--- src/rtl/spi_flash_responder.sv ---
// SPI mode-0 flash stand-in: decodes READ/PROGRAM/WREN/WRDI/RDSR and serves a
// synchronous byte-memory port. All SPI inputs are resynchronised into clk.
//
// state  | meaning
// IDLE   | cs high, or reset seen while cs low; waiting for cs fall
// OPCODE | shifting in the 8-bit command
// ADDR   | shifting in the 24-bit address (read or program)
// READ   | streaming memory bytes on miso, prefetching the next byte
// PROG   | writing each completed mosi byte, page-wrapped
// RDSR   | repeatedly shifting out {6'b0, WEL, WIP}
// IGNORE | miso low until cs rises; WREN/WRDI wait here for cs rise
module spi_flash_responder #(
    parameter int MEM_AW           = 16,
    parameter int PROG_BUSY_CYCLES = 64
) (
    input  logic              clk,
    input  logic              rst,
    input  logic              sck,
    input  logic              cs,
    input  logic              mosi,
    output logic              miso,
    output logic [MEM_AW-1:0] mem_addr,
    output logic              mem_re,
    input  logic [7:0]        mem_rdata,
    output logic              mem_we,
    output logic [7:0]        mem_wdata,
    output logic              status_wel,
    output logic              status_wip,
    output logic              active
);
    localparam int WCW = $clog2(PROG_BUSY_CYCLES + 1);

    typedef enum logic [2:0] {IDLE, OPCODE, ADDR, READ, PROG, RDSR, IGNORE} state_t;

    state_t         state;
    logic [2:0]     sck_sy, cs_sy;
    logic [1:0]     mosi_sy;
    logic [2:0]     bit_cnt;
    logic [1:0]     addr_bytes;
    logic [7:0]     rx_sh, tx_sh, pf;
    logic [23:0]    addr;
    logic [WCW-1:0] wip_cnt;
    logic           is_read, wren_pend, wrdi_pend, prog_wrote, rd_q, fresh;

    // Synchronisers are not reset so a reset inside a transaction cannot fake a cs fall.
    always_ff @(posedge clk) begin
        sck_sy  <= {sck_sy[1:0], sck};
        cs_sy   <= {cs_sy[1:0], cs};
        mosi_sy <= {mosi_sy[0], mosi};
    end

    logic        sck_rise, sck_fall, cs_rise, cs_fall;
    logic [7:0]  rx_next, status_byte;
    logic [23:0] addr_next, addr_inc;

    assign sck_rise    = sck_sy[1] & ~sck_sy[2];
    assign sck_fall    = ~sck_sy[1] & sck_sy[2];
    assign cs_rise     = cs_sy[1] & ~cs_sy[2];
    assign cs_fall     = ~cs_sy[1] & cs_sy[2];
    assign rx_next     = {rx_sh[6:0], mosi_sy[1]};
    assign addr_next   = {addr[22:0], mosi_sy[1]};
    assign addr_inc    = addr + 24'd1;
    assign status_byte = {6'b0, status_wel, status_wip};

    always_ff @(posedge clk) begin
        if (rst) begin
            state      <= IDLE;
            miso       <= 1'b0;
            mem_re     <= 1'b0;
            mem_we     <= 1'b0;
            mem_addr   <= '0;
            mem_wdata  <= '0;
            status_wel <= 1'b0;
            status_wip <= 1'b0;
            active     <= 1'b0;
            wip_cnt    <= '0;
            bit_cnt    <= '0;
            addr_bytes <= '0;
            rx_sh      <= '0;
            tx_sh      <= '0;
            pf         <= '0;
            addr       <= '0;
            is_read    <= 1'b0;
            wren_pend  <= 1'b0;
            wrdi_pend  <= 1'b0;
            prog_wrote <= 1'b0;
            rd_q       <= 1'b0;
            fresh      <= 1'b0;
        end else begin
            mem_re <= 1'b0;
            mem_we <= 1'b0;
            active <= ~cs_sy[1];
            rd_q   <= mem_re;

            if (wip_cnt != '0) begin
                wip_cnt <= wip_cnt - WCW'(1);
                if (wip_cnt == WCW'(1)) status_wip <= 1'b0;
            end

            // mem_rdata is valid the cycle after the strobe
            if (rd_q) begin
                pf <= mem_rdata;
                if (fresh) begin
                    tx_sh <= mem_rdata;
                    miso  <= mem_rdata[7];
                    fresh <= 1'b0;
                end
            end

            if (cs_rise) begin
                state <= IDLE;
                miso  <= 1'b0;
                fresh <= 1'b0;
                if (state == PROG) begin
                    status_wel <= 1'b0;
                    if (prog_wrote) begin
                        status_wip <= 1'b1;
                        wip_cnt    <= WCW'(PROG_BUSY_CYCLES);
                    end
                end else if (wren_pend) begin
                    status_wel <= 1'b1;
                end else if (wrdi_pend) begin
                    status_wel <= 1'b0;
                end
            end else if (cs_fall) begin
                state      <= OPCODE;
                miso       <= 1'b0;
                bit_cnt    <= '0;
                addr_bytes <= '0;
                wren_pend  <= 1'b0;
                wrdi_pend  <= 1'b0;
                prog_wrote <= 1'b0;
                fresh      <= 1'b0;
            end else begin
                case (state)
                    OPCODE: if (sck_rise) begin
                        rx_sh   <= rx_next;
                        bit_cnt <= bit_cnt + 3'd1;
                        if (bit_cnt == 3'd7) begin
                            case (rx_next)
                                8'h03: begin is_read <= 1'b1; state <= ADDR; end
                                8'h02: begin
                                    is_read <= 1'b0;
                                    state   <= (status_wel && !status_wip) ? ADDR : IGNORE;
                                end
                                8'h06: begin wren_pend <= 1'b1; state <= IGNORE; end
                                8'h04: begin wrdi_pend <= 1'b1; state <= IGNORE; end
                                8'h05: begin
                                    tx_sh <= status_byte;
                                    miso  <= status_byte[7];
                                    state <= RDSR;
                                end
                                default: state <= IGNORE;
                            endcase
                        end
                    end
                    ADDR: if (sck_rise) begin
                        addr    <= addr_next;
                        bit_cnt <= bit_cnt + 3'd1;
                        if (bit_cnt == 3'd7) begin
                            addr_bytes <= addr_bytes + 2'd1;
                            if (addr_bytes == 2'd2) begin
                                if (is_read) begin
                                    mem_re   <= 1'b1;
                                    mem_addr <= addr_next[MEM_AW-1:0];
                                    fresh    <= 1'b1;
                                    state    <= READ;
                                end else begin
                                    state <= PROG;
                                end
                            end
                        end
                    end
                    READ: begin
                        // Prefetch on the MSB rise; the boundary fall then loads pf.
                        if (sck_rise) begin
                            bit_cnt <= bit_cnt + 3'd1;
                            if (bit_cnt == 3'd0) begin
                                addr     <= addr_inc;
                                mem_re   <= 1'b1;
                                mem_addr <= addr_inc[MEM_AW-1:0];
                            end
                        end else if (sck_fall) begin
                            if (bit_cnt == 3'd0) begin
                                tx_sh <= pf;
                                miso  <= pf[7];
                            end else begin
                                tx_sh <= {tx_sh[6:0], 1'b0};
                                miso  <= tx_sh[6];
                            end
                        end
                    end
                    PROG: if (sck_rise) begin
                        rx_sh   <= rx_next;
                        bit_cnt <= bit_cnt + 3'd1;
                        if (bit_cnt == 3'd7) begin
                            mem_we     <= 1'b1;
                            mem_wdata  <= rx_next;
                            mem_addr   <= addr[MEM_AW-1:0];
                            addr[7:0]  <= addr[7:0] + 8'd1;
                            prog_wrote <= 1'b1;
                        end
                    end
                    RDSR: begin
                        if (sck_rise) begin
                            bit_cnt <= bit_cnt + 3'd1;
                        end else if (sck_fall) begin
                            if (bit_cnt == 3'd0) begin
                                tx_sh <= status_byte;
                                miso  <= status_byte[7];
                            end else begin
                                tx_sh <= {tx_sh[6:0], 1'b0};
                                miso  <= tx_sh[6];
                            end
                        end
                    end
                    IGNORE: if (sck_rise) begin
                        // any ninth bit cancels a pending WREN/WRDI
                        wren_pend <= 1'b0;
                        wrdi_pend <= 1'b0;
                    end
                    default: ;
                endcase
            end
        end
    end
endmodule

--- config.mk ---
export PLATFORM = sky130hd
export DESIGN_NAME = spi_flash_responder
export DESIGN_NICKNAME = d
export VERILOG_FILES = /design/src/rtl/spi_flash_responder.sv
export SDC_FILE = /design/constraint.sdc
export NUM_CORES = 1
export LEC_CHECK = 0
export BUFFER_PORTS_ARGS = -buffer_cell sky130_fd_sc_hd__buf_2
export CORE_MARGIN = 2
export CORE_UTILIZATION = 45
export CTS_CLUSTER_SIZE = 30
export DETAILED_ROUTE_END_ITERATION = 12
export PLACE_DENSITY = 0.72
export SLEW_MARGIN = 20
export SYNTH_ARGS = -nofsm -noshare
export SYNTH_HDL_FRONTEND = slang
export SYNTH_SLANG_ARGS = --single-unit
export TNS_END_PERCENT = 100
--- constraint.sdc ---
create_clock -name clk -period 2.2 [get_ports clk]
set_input_delay 0 -clock clk [delete_from_list [all_inputs] [get_ports clk]]
set_output_delay 0 -clock clk [all_outputs]
set_load 0.02 [all_outputs]
# After elaboration in Yosys (flattened, before gate mapping)
# Index checks and enable logic that the tools add are counted.
# totals
inputBits	13
ff_bits	106
# classes
muxes	101
n_addsub	5
eq_ne	32
reduce_logical	35
bitwise	12
# ops
op	n
$mux W16	8
$mux W8	15
$mux W24	3
$pmux W16 S3	1
$pmux W8 S3	2
$mux W1	46
$reduce_and A6 Y1	6
$pmux W16 S2	1
$mux W3	10
$mux W7	4
$add A24 B1 Y24 const B	1
$eq A8 B3 Y1 const B	3
$ne A2 B2 Y1 const B	9
$ne A3 B3 Y1 const B	6
$eq A8 B2 Y1 const B	2
$reduce_bool A2 Y1	8
$eq A3 B3 Y1 const B	4
$reduce_and A4 Y1	3
$reduce_bool A3 Y1	4
$reduce_and A11 Y1	1
$reduce_or A5 Y1	2
$pmux W3 S3	1
$add A8 B1 Y8 const B	1
$mux W2	4
other kinds (24)	40

# Depth between registers and ports, before layout
# Gate-level depths: netlist (run 1).
# logic_depth
depth_word	8
mapped_depth	9

# Worst setup path before layout (run 1)
# OpenSTA, ideal clock, no wires.
# synth_timing
path_type	flip-flop to flip-flop
startpoint	register bit_cnt[0]
endpoint	register mem_addr[10]
synth_period_minus_slack_ns	1.940
path_stages_with_launch	9
arrival_ns	1.852
path_buffers	1
setup_slack_ns	0.260
path_cell_list	dfxtp_1 ha_1 ha_1 nand4bb_1 a221o_1 a21oi_4 buf_6 nor2_1 a311oi_2
# synth_between
elab_chain_cells	3
# synth_lines
item	line_no	source
start, declared	38	logic [2:0] bit_cnt;
start signal, assigned	138	bit_cnt <= bit_cnt + 3'd1;
start signal, assigned	159	bit_cnt <= bit_cnt + 3'd1;
start signal, assigned	177	bit_cnt <= bit_cnt + 3'd1;
$eq A3 B3 Y1 or $logic_not A3 Y1 (tied branches)	160, 196, 178	
$ne A2 B2 Y1 (no line) or $ne A2 B1 Y1 (tied branches)	--	
$reduce_and A11 Y1 (no line) (*)	--	
end signal, assigned	165	mem_addr <= addr_next[MEM_AW-1:0];
end signal, assigned	181	mem_addr <= addr_inc[MEM_AW-1:0];
end signal, assigned	199	mem_addr <= addr[MEM_AW-1:0];
end, declared	22	output logic [MEM_AW-1:0] mem_addr,
# Mark *: on every way between the ends. The rest lies on a longest branch, timed or not.
# A chain may end at the register's enable or synchronous reset.

# Worst setup path after layout (run 1)
# layout_timing
startpoint	register bit_cnt[0]
endpoint	register mem_addr[6]
# The elaborated chain is that of the path after synthesis.

==> results of run 1 <==
through the flow:
stage	setup WS [ps]	TNS [ps]	total power, mW	std cells	utilization, %
6_report	78.5	0	3.81	822	55.2
5_1_grt	-19.3	-41.5	3.96	822	55.2
3_5_place_dp	48.3	0	2.35	785	50.5
3_3_place_gp	145	0	2.32	785	50.5
4_1_cts	34.6	0	3.84	818	54.7
2_1_floorplan	260	0	2.24	621	-
worst paths after layout:
path,startpoint,end,cells past startpoint
max,bit_cnt[0],mem_addr[6],8
min,mosi,mosi_sy[0],2
max reg2reg,bit_cnt[0],mem_addr[6],8
min reg2reg,mosi_sy[0],mosi_sy[1],0
flip-flops by register name, summed over array words and instances, names as in the netlist, 2 cells and up:
| signal | cells |
|---|---|
| addr | 16 |
| mem_addr | 16 |
| mem_wdata | 8 |
| pf | 8 |
| rx_sh | 7 |
| tx_sh | 7 |
| wip_cnt | 7 |
| bit_cnt | 3 |
| cs_sy | 3 |
| sck_sy | 3 |
| state | 3 |
| addr_bytes | 2 |
| mosi_sy | 2 |
synth_stat cells (11+ instances only):
master | count | area, µm²
a21oi_1 | 22 | 110
a31oi_1 | 11 | 68.8
buf_2 | 12 | 60.1
clkbuf_1 | 30 | 113
dfxtp_1 | 97 | 1940
inv_1 | 14 | 52.6
mux2i_1 | 39 | 390
nand2_1 | 54 | 203
nand3_1 | 16 | 80.1
nor2_1 | 98 | 368
nor3_1 | 25 | 125
o21ai_0 | 26 | 130
power breakdown:
group          internal [mW]  leakage (nW)  switching (mW)
Sequential              1.82         0.786          0.0622
Combinational          0.195          1.45           0.254
Clock                  0.774         0.137           0.705
Total                   2.79          2.37            1.02
logic make-up after synthesis:
| family | count (synthesis) | synth area share [%] |
|---|---|---|
| compound gates | 134 | 18.8 |
| xor+xnor | 10 | 1.71 |
| fa+ha+maj | 10 | 2.40 |
| buf+inv | 66 | 5.61 |
| flops | 97 | 38.0 |
| mux | 41 | 8.08 |
| simple gates | 263 | 25.4 |
area by class of cell:
cell class	instances	area [µm²]	area share [%]
clock buffer	9	225	3.73
tap	140	175	2.90
timing repair buffer	97	698	11.6
clock inverter	6	48.8	0.809
sequential	97	1940	32.2
inverter	15	56.3	0.933
multi-input combinational	458	2890	47.9
what timing repair did:
| item | 4_1_cts | 5_1_grt |
|---|---|---|
| buffers inserted | 0 | 3 |
| endpoints found under the hold margin | 18 | 0 |
| gates cloned | 0 | 1 |
| pin swaps | 1 | 2 |
| resized for setup | 1 | 4 |
| setup endpoints to repair | 1 | 11 |
| hold buffers | 18 | 0 |
routing by layer:
layer	global-route usage (%)	up-vias	wire length (µm)
li1	-	2345	-
met1	27.7	2223	5890
met2	35.3	153	6220
met3	3.84	21	659
met4	8.83	0	271
met5	0	-	0
worst max-delay path: stages (launching register included):
cell and delay, ps:
dfxtp_1 380, ha_1 180, ha_2 200, nand4bb_1 150
a221o_2 460, a21oi_4 170, buf_12 160, nor2_1 50
a311oi_1 270
==> metrics.csv, run 1 <==
stage,metric,value,unit
die,pin_count,43,
clock_tree,cts_tree,done,
timing,tightest_slew,901,ps
logic_synthesis,synthesis.area,5110,µm²
finish,area_delta_synth_final,18.2,%
logic_synthesis,yosysSeqAreaShare,38.0,%
logic_synthesis,syn_nets,643,
critical_path,required,2450,ps
die,start_util,46.7,%
timing,skew,8.69,ps
die,fp.dieH,111,µm
die,dieArea,12200,µm²
global_routing,grt_pass1_vias,4476,
finish,layout_commonest_cell,nor2_1,
global_routing,grt-ovfl-total,0,
placement,portBuffers,42,
logic_synthesis,ys_types,68,
logic_synthesis,synth-seq-cells,97,
critical_path,cp-end-kind,flop,
route,vias,4742,
clock_tree,clock_path_buffers,2,
outcome,outcome,"complete, no violations",
route,firstDrtPassIters,5,
clock_tree,clockRootBuffer,clkbuf_16,
route,ant_nets,0,
global_routing,grt_max_degree,34,
worst_hold_path,hold_path.class,in2reg,
logic_synthesis,synth_edf_count,0,
clock_tree,clk_pin_slew,70,ps
clock_tree,numCtsBuffers,9,
clock_tree,htreeDepth,3,
power_and_ir_drop,p_leak,2.37,nW
logic_synthesis,netlist_instances,621,
logic_synthesis,avgSynthCellArea,8.22,µm²
finish,fillers,1025,
route,drtIter0Drc,394,
timing,setup_viol,0,
power_and_ir_drop,power.density,631,nW/µm²
route,routedWlPerCell,15.9,µm
placement,hpwlAfterDp,8800,µm
run,maxCapViolCount,0,
critical_path,ff2ff_setup_slack,80,ps
logic_synthesis,ys_async_sr_fraction,0,%
route,vias_per_cell,5.77,
critical_path,path_max_fanout,12,
finish,drive_gt1_share,17.0,%
finish,diodes,0,
die,core,10900,µm²
critical_path,arrival,2370,ps
finish,final_nets,700,
timing,period_share,96.4,%
die,fp-row-count,38,
global_routing,grt_pass1_wl,21800,µm
timing,report.final.slew_viol_count,0,
placement,dpl_cell_area,5520,µm²
power_and_ir_drop,vdd_drop_max,0.786,mV
logic_synthesis,synth-main-ff-cell,dfxtp_1,
route,drc,0,
critical_path,start_kind,flop,
clock_tree,clk_latency,360,ps
clock_tree,clock-sinks,97,
global_routing,antenna_found_initial,0,
global_routing,grt_usage,21.4,%
timing,min_period,2120,ps
route,routed_wl,13000,µm
placement,globalplace.congestion,0.870,
timing,hold_viol_final,0,
finish,fin_area,6030,µm²
timing,holdWs,276,ps
finish,final_cell_mix,"nor2_1, dfxtp_1, nand2_1",
logic_synthesis,yosys_warnings,0,
timing,relSlewSlack,39.8,%
critical_path,path_class,reg2reg,
timing,fmaxAchievable,471,MHz
die,die_x,111,µm
Note: power is estimated with default switching activity, not from simulation.
==> run 2, diff against run 1 <==
--- a/config.mk
+++ b/config.mk
@@ -7,10 +7,10 @@
 export LEC_CHECK = 0
 export BUFFER_PORTS_ARGS = -buffer_cell sky130_fd_sc_hd__buf_2
 export CORE_MARGIN = 2
-export CORE_UTILIZATION = 45
+export CORE_UTILIZATION = 60
 export CTS_CLUSTER_SIZE = 30
 export DETAILED_ROUTE_END_ITERATION = 12
-export PLACE_DENSITY = 0.72
+export PLACE_DENSITY = 0.89
 export SLEW_MARGIN = 20
 export SYNTH_ARGS = -nofsm -noshare
 export SYNTH_HDL_FRONTEND = slang
==> run 2 against run 1 <==
Against the previous run: maximum frequency grew 1.1%; count of clock-buffer cells in the layout is the same; power shrank 8.5%; sequential power is essentially flat; non-clock buffer count shrank 12; critical path depth is the same; via count grew 1.7%; combinational power shrank 1%; critical path type unchanged; largest cell class unchanged.
==> metrics.csv, run 2 (synthesis gave the netlist of run 1 again) <==
stage,metric,value,unit,change
clock_tree,clock_path_buffers,2,,unchanged
die,fp.dieH,96.3,µm,-13%
timing,tightest_slew,894,ps,-7.57 ps
finish,final_cell_mix,"nor2_1, dfxtp_1, nand2_1",,
clock_tree,clk_latency,380,ps,+20 ps
outcome,outcome,"complete, no violations",,
finish,multi_input_area,2900,µm²,+0.35%
route,drtIter0Drc,333,,-15%
finish,layout_commonest_cell,nor2_1,,
clock_tree,clk_pin_slew,100,ps,+30 ps
finish,reg_top3,"addr: 16 flops, mem_addr: 16 flops",,
route,ant_nets,0,,unchanged
placement,portBuffers,42,,unchanged
worst_hold_path,hold_path.class,in2reg,,
critical_path,critPathSlowestCell,a221o_2,,
finish,drive_gt1_share,16.8,%,-0.17 points
route,firstDrtPassIters,6,,+1
timing,skew,12.7,ps,+3.99 ps
placement,hpwlAfterDp,8710,µm,-1.0%
timing,hold_viol_final,0,,unchanged
timing,fmaxAchievable,477,MHz,+1.1%
finish,fin_cells,776,,-5.6%
global_routing,grt_usage,28.9,%,+7.5 points
route,vias_per_cell,6.21,,+7.7%
clock_tree,numCtsBuffers,9,,unchanged
run,maxCapViolCount,0,,unchanged
timing,period_share,95.4,%,-1.1 points
critical_path,arrival,2330,ps,-40 ps
finish,area_delta_synth_final,13.8,%,
route,drc,0,,unchanged
finish,fillers,676,,-34%
finish,final_nets,688,,-1.7%
global_routing,antenna_found_initial,0,,unchanged
worst_hold_path,hold_depth,4,,+2
die,fp-row-count,33,,-13%
route,vias,4822,,+1.7%
critical_path,path_class,reg2reg,,
critical_path,reg2reg_depth,8,,unchanged
placement,dp_cells,745,,-5.1%
die,pin_count,43,,unchanged
critical_path,required,2430,ps,-20 ps
power_and_ir_drop,p_leak,2.25,nW,-4.8%
placement,globalplace.congestion,0.958,,+10%
route,routedWlPerCell,16.9,µm,+6.6%
critical_path,start_kind,flop,,
die,dieArea,9270,µm²,-24%
die,start_util,62.2,%,+15 points
clock_tree,cts_tree,done,,
critical_path,path_max_fanout,11,,-1
clock_tree,htreeDepth,3,,unchanged
route,routed_wl,13100,µm,+0.67%
critical_path,max_stage_delay,490,ps,+30 ps
die,core,8220,µm²,-25%
placement,place_ws,-12.8,ps,-61.1 ps
global_routing,grt_pass1_wl,21000,µm,-3.5%
timing,relSlewSlack,40.3,%,+0.51 points
timing,setup_viol,0,,unchanged
die,die_x,96.3,µm,-13%
power_and_ir_drop,totalPowerFinal,3.49,mW,-8.5%
power_and_ir_drop,power.density,600,nW/µm²,-5.0%
global_routing,grt_max_degree,76,,+120%
power_and_ir_drop,vdd_drop_max,0.403,mV,-49%
global_routing,grt-ovfl-total,0,,unchanged
critical_path,cp-end-kind,flop,,
timing,holdWs,166,ps,-110 ps
timing,min_period,2100,ps,-23.7 ps
clock_tree,clock-sinks,97,,unchanged
timing,report.final.slew_viol_count,0,,unchanged
finish,diodes,0,,unchanged
global_routing,grt_pass1_vias,4489,,+0.29%
finish,regArea,1940,µm²,about the same
clock_tree,clockRootBuffer,clkbuf_8,,
critical_path,crit_chain,"ha_1, ha_4, nand4bb_1, a221o_2, a21oi_4, buf_4, clkbuf_16, a311oi_1",,
timing,setup_slack,102,ps,+23.7 ps
-- run 2: cell types whose count changed in the layout (fill, tap and decap cells not counted), moves of 3 or more --
cell,delta
buf_4,-5
clkbuf_8,+9
clkbuf_16,-9
inv_8,+3
dlygate4sd3_1,-7
-- run 2: per-stage QoR --
| step | cell area, µm² | TNS, ps | util [%] |
|---|---|---|---|
| after detailed placement | 5440 | -17.2 | 66.2 |
| after global placement | 5440 | 0 | 66.2 |
| after CTS | 5750 | 0 | 69.9 |
| after floorplan | 5110 | 0 | - |
| after global routing | 5810 | -0.608 | 70.7 |
| final | 5810 | 0 | 70.7 |
-- run 2: worst paths after layout --
kind                                  from           end  slack (ps)
worst max register to register  bit_cnt[0]  mem_addr[11]         100
worst max-delay path            bit_cnt[0]  mem_addr[11]         100
worst min register to register  mosi_sy[0]    mosi_sy[1]         340
worst min-delay path                   rst       addr[9]         170
-- run 2: worst max-delay path, delay by kind of cell (launching register included) --
| kind | cells | cell delay (ps) |
|---|---|---|
| AND/OR/NAND/NOR | 1 | 170 |
| flip-flops | 1 | 360 |
| buffers and inverters | 2 | 310 |
| AO/OA/AOI/OAI | 3 | 770 |
| adder cells (fa/ha/maj) | 2 | 350 |
-- run 2: timing repair --
item                       4_1_cts  5_1_grt
gates cloned                     0        1
hold buffers                    11        0
setup endpoints to repair        5       17
setup buffers                    0        3
hold endpoints to repair        18        0
pin swaps                        1        3
gates resized for setup          2        5
-- run 2: final cells by class --
type                    count  area share [%]
clock buffers               9            2.13
clock inverters             7            1.16
inverters                  15           0.969
multi-input cells         458            49.9
flip-flops and latches     97            33.5
well taps                 105            2.26
repair buffers             85            10.2
-- run 2: power by group --
group	leakage, nW	total [mW]	internal [mW]	switching, mW
Clock	0.0962	1.15	0.445	0.710
Combinational	1.37	0.444	0.196	0.248
Sequential	0.787	1.89	1.82	0.0665
Total	2.25	3.49	2.46	1.02
-- run 2: routing by layer --
metal | vias to the layer above | track usage, % | share of wire, %
li1 | 2318 | - | -
met4 | 0 | 11.3 | 2.9
met1 | 2254 | 35.0 | 40
met5 | - | 0 | 0
met3 | 42 | 5.32 | 6.1
met2 | 208 | 50.5 | 50
